## src/rtl/alu_seq_ctrl.sv

```systemverilog
// rtl/alu_seq_ctrl.sv - multi-cycle integer ALU (add/sub/shift-add mul/restoring div) with start/busy/done handshake
module alu_seq_ctrl #(
    parameter int WIDTH = 32,
    parameter int SR_W  = 6
) (
    input  logic             clk,
    input  logic             rst,
    input  logic             start,
    input  logic [WIDTH-1:0] A,
    input  logic [WIDTH-1:0] B,
    input  logic [SR_W-1:0]  SR,
    output logic             busy,
    output logic             done,
    output logic [WIDTH-1:0] Y,
    output logic [WIDTH-1:0] R,
    output logic             cout,
    output logic             err
);

    localparam int CNT_W = (WIDTH > 1) ? $clog2(WIDTH) : 1;

    localparam logic [1:0] ST_IDLE = 2'd0;
    localparam logic [1:0] ST_EXEC = 2'd1;
    localparam logic [1:0] ST_DONE = 2'd2;

    localparam logic [SR_W-1:0] OP_ADD = SR_W'(0);
    localparam logic [SR_W-1:0] OP_SUB = SR_W'(1);
    localparam logic [SR_W-1:0] OP_MUL = SR_W'(2);
    localparam logic [SR_W-1:0] OP_DIV = SR_W'(3);

    localparam logic [CNT_W-1:0] LAST_ITER = CNT_W'(WIDTH - 1);

    logic [1:0]         state;
    logic [CNT_W-1:0]   cnt;
    logic [WIDTH-1:0]   a_q;
    logic [WIDTH-1:0]   b_q;
    logic [SR_W-1:0]    op_q;

    // Multiplier: high half accumulates, low half holds the not-yet-consumed multiplier bits.
    logic [2*WIDTH-1:0] acc;
    // Divider: partial remainder plus a quotient register that starts out holding the dividend.
    logic [WIDTH:0]     rem;
    logic [WIDTH-1:0]   quo;

    logic               add_c;
    logic [WIDTH-1:0]   add_s;
    logic               sub_b;
    logic [WIDTH-1:0]   sub_d;
    logic [WIDTH:0]     mul_sum;
    logic [2*WIDTH-1:0] mul_next;
    logic [WIDTH+1:0]   div_shift;
    logic [WIDTH+1:0]   div_diff;
    logic               div_fit;
    logic [WIDTH:0]     div_rem_next;
    logic [WIDTH-1:0]   div_quo_next;
    logic               last_iter;

    assign busy = (state != ST_IDLE);

    assign {add_c, add_s} = {1'b0, a_q} + {1'b0, b_q};
    assign {sub_b, sub_d} = {1'b0, a_q} - {1'b0, b_q};

    assign mul_sum  = {1'b0, acc[2*WIDTH-1:WIDTH]} + (acc[0] ? {1'b0, a_q} : {(WIDTH+1){1'b0}});
    assign mul_next = {mul_sum, acc[WIDTH-1:1]};

    // Two guard bits on the trial subtraction so its MSB is a clean borrow flag.
    assign div_shift    = {rem, quo[WIDTH-1]};
    assign div_diff     = div_shift - {2'b00, b_q};
    assign div_fit      = ~div_diff[WIDTH+1];
    assign div_rem_next = div_fit ? div_diff[WIDTH:0] : div_shift[WIDTH:0];
    assign div_quo_next = {quo[WIDTH-2:0], div_fit};

    assign last_iter = (cnt == LAST_ITER);

    always_ff @(posedge clk) begin
        if (rst) begin
            state <= ST_IDLE;
            cnt   <= '0;
            a_q   <= '0;
            b_q   <= '0;
            op_q  <= '0;
            acc   <= '0;
            rem   <= '0;
            quo   <= '0;
            done  <= 1'b0;
            Y     <= '0;
            R     <= '0;
            cout  <= 1'b0;
            err   <= 1'b0;
        end else begin
            done <= 1'b0;
            case (state)
                ST_IDLE: begin
                    if (start) begin
                        a_q   <= A;
                        b_q   <= B;
                        op_q  <= SR;
                        cnt   <= '0;
                        acc   <= {{WIDTH{1'b0}}, B};
                        rem   <= '0;
                        quo   <= A;
                        state <= ST_EXEC;
                    end
                end

                ST_EXEC: begin
                    case (op_q)
                        OP_ADD: begin
                            Y     <= add_s;
                            R     <= '0;
                            cout  <= add_c;
                            err   <= 1'b0;
                            done  <= 1'b1;
                            state <= ST_DONE;
                        end
                        OP_SUB: begin
                            Y     <= sub_d;
                            R     <= '0;
                            cout  <= sub_b;
                            err   <= 1'b0;
                            done  <= 1'b1;
                            state <= ST_DONE;
                        end
                        OP_MUL: begin
                            acc <= mul_next;
                            cnt <= cnt + CNT_W'(1);
                            if (last_iter) begin
                                Y     <= mul_next[WIDTH-1:0];
                                R     <= mul_next[2*WIDTH-1:WIDTH];
                                cout  <= 1'b0;
                                err   <= 1'b0;
                                done  <= 1'b1;
                                state <= ST_DONE;
                            end
                        end
                        OP_DIV: begin
                            if (b_q == '0) begin
                                Y     <= '1;
                                R     <= a_q;
                                cout  <= 1'b0;
                                err   <= 1'b1;
                                done  <= 1'b1;
                                state <= ST_DONE;
                            end else begin
                                rem <= div_rem_next;
                                quo <= div_quo_next;
                                cnt <= cnt + CNT_W'(1);
                                if (last_iter) begin
                                    Y     <= div_quo_next;
                                    R     <= div_rem_next[WIDTH-1:0];
                                    cout  <= 1'b0;
                                    err   <= 1'b0;
                                    done  <= 1'b1;
                                    state <= ST_DONE;
                                end
                            end
                        end
                        default: begin
                            Y     <= '0;
                            R     <= '0;
                            cout  <= 1'b0;
                            err   <= 1'b1;
                            done  <= 1'b1;
                            state <= ST_DONE;
                        end
                    endcase
                end

                ST_DONE: begin
                    state <= ST_IDLE;
                end

                default: begin
                    state <= ST_IDLE;
                end
            endcase
        end
    end

endmodule

```

## config.mk

```make
export PLATFORM = sky130hd
export DESIGN_NAME = alu_seq_ctrl
export DESIGN_NICKNAME = d
export VERILOG_FILES = /design/src/rtl/alu_seq_ctrl.sv
export SDC_FILE = /design/constraint.sdc
export NUM_CORES = 1
export LEC_CHECK = 0
export ABC_AREA = 1
export CORE_UTILIZATION = 30
export DETAILED_ROUTE_END_ITERATION = 12
export PLACE_DENSITY = 0.47
export SLEW_MARGIN = 20
export SYNTH_ARGS = -nofsm -noshare
export SYNTH_HDL_FRONTEND = slang
export SYNTH_SLANG_ARGS = --single-unit
```

## constraint.sdc

```tcl
create_clock -name clk -period 2.5 [get_ports clk]
set_input_delay 0.25 -clock clk [delete_from_list [all_inputs] [get_ports clk]]
set_output_delay 0.25 -clock clk [all_outputs]
set_load 0.005 [all_outputs]
```

==> results of run 1 <==
[area by class of cell]
class / instances / area (sq um) / area share (%)
well taps: 940 / 1176 / 3.848
clock buffers: 50 / 1077 / 3.524
clock inverters: 9 / 78.83 / 0.2579
multi-input cells: 2629 / 15190 / 49.69
inverters: 453 / 1729 / 5.657
repair buffers: 663 / 5826 / 19.06
flip-flops and latches: 273 / 5490 / 17.96
[metal layers]
| metal | up-vias | global-route usage (%) | wire [microns] |
|---|---|---|---|
| met3 | 136 | 2.648 | 5497 |
| li1 | 12530 | - | - |
| met4 | 0 | 7.402 | 2920 |
| met2 | 722 | 46.26 | 47440 |
| met1 | 11860 | 37.62 | 46700 |
| met5 | - | 0 | 0 |
[Yosys cell counts, types with 9 or more instances]
library cell	n
nand2_1	1006
inv_1	434
a21oi_1	311
o21ai_0	292
nor2_1	288
dfxtp_1	273
nand3_1	265
ha_1	130
clkbuf_1	83
a31oi_1	51
buf_2	43
nand4_1	39
a21oi_2	31
nor3_1	31
nand3_2	20
xnor2_1	18
o21bai_1	16
nand3b_1	14
nand2_4	13
a22oi_1	12
inv_2	12
nand2_2	11
buf_6	10
a21o_1	9
[power groups by stage]
stage / combinational, W / sequential (W) / clock [W]
2_1_floorplan: 0.00246 / 0.00489 / 0
3_3_place_gp: 0.00498 / 0.00499 / 0
3_5_place_dp: 0.00495 / 0.00498 / 0
4_1_cts: 0.00503 / 0.00489 / 0.00546
5_1_grt: 0.00594 / 0.00495 / 0.00559
6_report: 0.00547 / 0.00492 / 0.00535
[stage by stage]
stage / utilization, % / cells
floorplan: - / 3503
global placement: 38.88 / 4933
detailed placement: 38.88 / 4933
CTS: 40.96 / 4997
global route: 43.58 / 5017
finish: 43.58 / 5017
[sequential cells by signal, indices dropped and copies added, names as in the netlist]
register  count
acc          64
rem          33
R            32
Y            32
a_q          32
b_q          32
quo          32
op_q          6
cnt           5
state         2
cout          1
done          1
err           1
[final timing paths]
path	end	slack, ps	cells after the start
min	quo[2]$_SDFFE_PP0P_	280	3
max	Y[14]$_SDFFE_PP0P_	6	12
min reg2reg	Y[5]$_SDFFE_PP0P_	460	2
max reg2reg	Y[14]$_SDFFE_PP0P_	6	12
[logic make-up after synthesis]
kind of cell             after synthesis  share of synthesized area [%]
adder cells (fa/ha/maj)              134                          8.016
AND/OR/NAND/NOR                     1718                          34.48
XOR/XNOR                              26                          1.070
buffers and inverters                601                          11.40
flip-flops                           273                          25.67
AO/OA/AOI/OAI                        751                          19.36
[worst register-to-register path, delay by kind of cell (launching register included)]
family,cells,cell delay (ps)
buffers and inverters,3,520
and+or+nand+nor,4,520
DFF,1,320
AOI/OAI and AO/OA,4,630
adders and majority gates,1,370
[what timing repair did]
item,4_1_cts,5_1_grt
hold buffers,1,0
buffers inserted,4,15
endpoints found under the setup margin,97,140
gates resized for setup,76,404
cloned,0,6
pin swaps,17,80
hold endpoints to repair,6,0
==> results.yml, run 1 <==
outcome:
  status: "finished, final reports clean"
timing:
  finalCritPeriodShare_pct: 99.75
  setup_viol: 0
  fin_worst_skew_ps: 36.84
  slew-limit-headroom_pct: 54.25
  finalMaxSlewViolations: 0
  fmax_mhz: 401.0
  fin_ws_ps: 6.322
  worstMarginPinSlew_ps: 686.3
  hold_viol_final: 0
  final.setup.tns_ps: 0
  rsz0062_at_grt: "yes"
  post-route-min-period_ps: 2494
  whs_ps: 275.3
worst_setup_path:
  crit_start: "b_q[9]$_SDFFE_PP0P_"
  crit-reg2reg-launch: "b_q[9]$_SDFFE_PP0P_"
  crit_buf_inv: 3
  worstPathRequired_ps: 2940
  end_kind: "flip-flop"
  worstPathCellList: "inv_2 > ha_2 > a21oi_1 > o21ai_0 > buf_4 > nand2_1 > nand3_1 > buf_4 > o21ai_0 > nand4_1 > nand2_1 > a21oi_1"
  cp_slowest_cell: "ha_2"
  crit_family: "compound AO/OA/AOI/OAI gates"
  cp.arrival_ps: 2940
  path_max_fanout: 8
  start_kind: "flip-flop"
  critPathKind: "flip-flop to flip-flop"
  critical_path.max_stage_delay_ps: 370
clock_network:
  htree_levels: 2
  cts_tree: "done"
  clk_pin_slew_worst_paths_ps: 70
  cts_buffers: 37
  cts_root_buf: "clkbuf_16"
  cts.path.max_buffers: 3
  clkLatencyLatePin_ps: 590
  cts_num_sinks: 273
synthesis:
  synth_top_area_share_pct: 25.67
  syn-cell-area_sq_um: 21290
  ys_types: 53
  synth_top_area_cell: "dfxtp_1"
  synth-main-ff-cell: "dfxtp_1"
  synth_area_leaders: "dfxtp_1 (26%), nand2_1 (18%), inv_1 (7.7%), ha_1 (7.6%), a21oi_1 (7.3%)"
  ys_ff_latch: 273
  async_reset_ff_share_pct: 0
  syn_inst: 3503
  ys_seq_area_share_pct: 25.67
  synth_nets: 3710
  syn_area_per_cell_sq_um: 6.078
  synth_edf_count: 0
  yosys_warnings: 0
grt:
  grt.total_usage_pct: 27.62
  grt_max_degree: 63
  antenna_found_initial: 2
  grt_overflow: 0
  grt_pass1_wl_microns: 148700
  first_global_vias: 24130
routing:
  drc: 0
  vias_per_cell: 5.031
  wl_per_cell_microns: 20.44
  wl_microns: 102600
  drt-pass1-iter-count: 6
  ant_nets: 0
  drt_iter0_markers: 2058
  num_vias: 25240
placed_design:
  post-dp-hpwl_microns: 80370
  dp_slack_ps: -168.2
  portBuffers: 140
  routabilityCongestion: 0.9927
  place_area_sq_um: 27270
finish:
  final_nets: 4264
  layout_common_cells: "nand2_1 (930), buf_4 (480), inv_1 (379)"
  n_fill_cell: 7600
  area_growth_pct: 43.57
  design_area_sq_um: 30570
  final_common_cell: "nand2_1"
  antennaDiodeCount: 0
  drive_above_1_share_pct: 26.44
pwr:
  p_switching_w: 0.005745
  power.leakage_nw: 14.11
  p_comb_share_pct: 34.7
  p_int_w: 0.01000
  ir_drop_mv: 0.4635
  clkPwrFrac_pct: 34.0
  seq_power_share_pct: 31.3
  power_w: 0.01575
  netSwitchingFraction_pct: 36.48
  power_density_nw_per_um2: 515.2
floorplan:
  die_h_microns: 268.4
  initial_utilization_pct: 30.35
  rows: 97
  die_area_sq_um: 72040
  core_sq_um: 70150
  io_pins: 141
  die_width_microns: 268.4
min_path:
  min_from: "A[2]"
  hp-class: "primary input to flip-flop"
job:
  maxCapViolCount: 0
No activity file was read; power rests on OpenSTA's default activity.
==> inputs of run 2 (changes only) <==
- PLACE_DENSITY: 0.47 -> 0.45
- clock period: 2.5 -> 2.65 ns (I/O delays scaled with it)
==> run 2 against run 1 <==
Sequential power decreased by 5.7%; utilization fell by 3.8 points; flip-flop and latch count stayed put; count of clock-buffer cells in the layout rose by 8; combinational power down 17%; routed wire length decreased by 2.3%; die area unchanged; hold slack worse by 53 ps; critical path depth is 2 higher; non-clock buffer count shrank 197; clock power decreased by 2%; largest power group is now the clock network.
==> results.yml, run 2 (same netlist as run 1, synthesis figures left out) <==
outcome:
  status: "finished, final reports clean"
grt:
  antenna_found_initial: 1
  grt.total_usage_pct: 27.57
  grt_overflow: 0
  first_global_vias: 23740
  grt_pass1_wl_microns: 148100
  grt_max_degree: 100
finish:
  design_area_sq_um: 27880
  final_nets: 4067
  layout_common_cells: "nand2_1 (977), inv_1 (414), buf_4 (300)"
  n_fill_cell: 7849
  area_growth_pct: 30.93
  drive_above_1_share_pct: 16.68
  largest_register_ffs: 64
  final_common_cell: "nand2_1"
  regMostFlops: "acc"
  reg_top3: "acc (64), rem (33)"
routing:
  drt_iter0_markers: 1993
  wl_microns: 100200
  vias_per_cell: 5.039
  num_vias: 24320
  ant_nets: 0
  drc: 0
  drt-pass1-iter-count: 6
  wl_per_cell_microns: 20.76
clock_network:
  cts_num_sinks: 273
  cts_buffers: 37
  htree_levels: 2
  cts_root_buf: "clkbuf_16"
  clk_pin_slew_worst_paths_ps: 60
  postCtsHoldBufs: 0
  cts.path.max_buffers: 3
  cts_tree: "done"
  clkLatencyLatePin_ps: 570
min_path:
  hold_depth: 4
  hp-class: "primary input to flip-flop"
  hold_end: "a_q[16]$_SDFFE_PP0P_"
  min_from: "rst"
timing:
  fin_worst_skew_ps: 17.61
  slew-limit-headroom_pct: 55.39
  post-route-min-period_ps: 2557
  final.setup.tns_ps: 0
  whs_ps: 222.8
  rsz0062_at_grt: "yes"
  hold_viol_final: 0
  worstMarginPinSlew_ps: 662.1
  setup_viol: 0
  fmax_mhz: 391.0
  finalMaxSlewViolations: 0
  finalCritPeriodShare_pct: 96.50
worst_setup_path:
  critPathKind: "flip-flop to flip-flop"
  path_max_fanout: 17
  end_kind: "flip-flop"
  cp.arrival_ps: 3030
  start_kind: "flip-flop"
  worstPathRequired_ps: 3130
  worstRegToRegCells: 14
  regToRegEndpoint: "Y[27]$_SDFFE_PP0P_"
  regToRegSetupSlack_ps: 90
  crit-reg2reg-launch: "op_q[2]$_SDFFE_PP0P_"
pwr:
  power_density_nw_per_um2: 517.1
  power.leakage_nw: 13.03
  power_w: 0.01441
  ir_drop_mv: 0.3953
placed_design:
  routabilityCongestion: 0.9576
  post-dp-hpwl_microns: 79400
  portBuffers: 140
  place_area_sq_um: 25810
floorplan:
  die_area_sq_um: 72040
  die_h_microns: 268.4
  initial_utilization_pct: 30.35
  rows: 97
  die_width_microns: 268.4
  io_pins: 141
  core_sq_um: 70150
job:
  maxCapViolCount: 0
==> run 2: worst max path at each step <==
| stage | start | end | slack [ps] | depth (start not counted) |
|---|---|---|---|---|
| after floorplan | acc[0]$_SDFFE_PP0P_ | R[17]$_SDFFE_PP0P_ | 20 | 18 |
| after global placement | b_q[0]$_SDFFE_PP0P_ | cout$_SDFFE_PP0P_ | -120 | 16 |
| after detailed placement | b_q[0]$_SDFFE_PP0P_ | cout$_SDFFE_PP0P_ | -130 | 16 |
| after CTS | acc[0]$_SDFFE_PP0P_ | R[21]$_SDFFE_PP0P_ | 7 | 16 |
| after global routing | b_q[10]$_SDFFE_PP0P_ | rem[1]$_SDFFE_PP0P_ | -30 | 19 |
| final | op_q[2]$_SDFFE_PP0P_ | Y[27]$_SDFFE_PP0P_ | 90 | 14 |
==> run 2: per-stage QoR <==
step | utilization, % | setup slack, ps | cells
after floorplan | - | 21.36 | 3503
after global placement | 36.80 | -119.3 | 4749
after detailed placement | 36.80 | -125.1 | 4749
after CTS | 38.56 | 6.659 | 4814
after global routing | 39.74 | -30.06 | 4826
final | 39.74 | 92.78 | 4827
==> run 2: metal layers <==
| metal | vias up | GRT usage, % | part of all wire [%] |
|---|---|---|---|
| met5 | - | 0 | 0.013 |
| met4 | 2 | 6.803 | 2.5 |
| met3 | 123 | 3.528 | 5.8 |
| met2 | 717 | 45.74 | 46 |
| met1 | 11370 | 37.59 | 46 |
| li1 | 12120 | - | - |
==> run 2: where the power goes <==
part	switching [W]	internal, W
combinational	0.00283	0.00172
sequential	0.000264	0.00438
clock	0.00209	0.00313
total	0.00519	0.00922
==> run 2: area by class of cell <==
class | count | area [sq um] | area share (%)
multi-input combinational | 2629 | 14080 | 50.53
sequential | 273 | 5487 | 19.68
timing repair buffer | 466 | 4189 | 15.03
inverter | 453 | 1724 | 6.185
tap | 940 | 1176 | 4.219
clock buffer | 58 | 1097 | 3.936
clock inverter | 7 | 116.4 | 0.4174
antenna | 1 | 2.502 | 0.008977
==> run 2: worst max-delay path, stage by stage, from the launching register on <==
cell and delay, ps:
dfxtp_1 310, nor2_1 120, nand2_1 230, nor2_2 160
inv_2 50, buf_4 160, nor2_8 150, buf_4 170
inv_4 50, buf_4 200, o21ai_0 480, nor2_1 110
nand3_1 100, nand2_1 50, a21oi_1 120
==> run 2: repair_timing <==
action / CTS / global route
buffers inserted: 0 / 11
pin swaps: 1 / 21
hold endpoints to repair: 0 / 0
setup endpoints to repair: 26 / 101
cloned: 0 / 1
gates resized for setup: 7 / 186
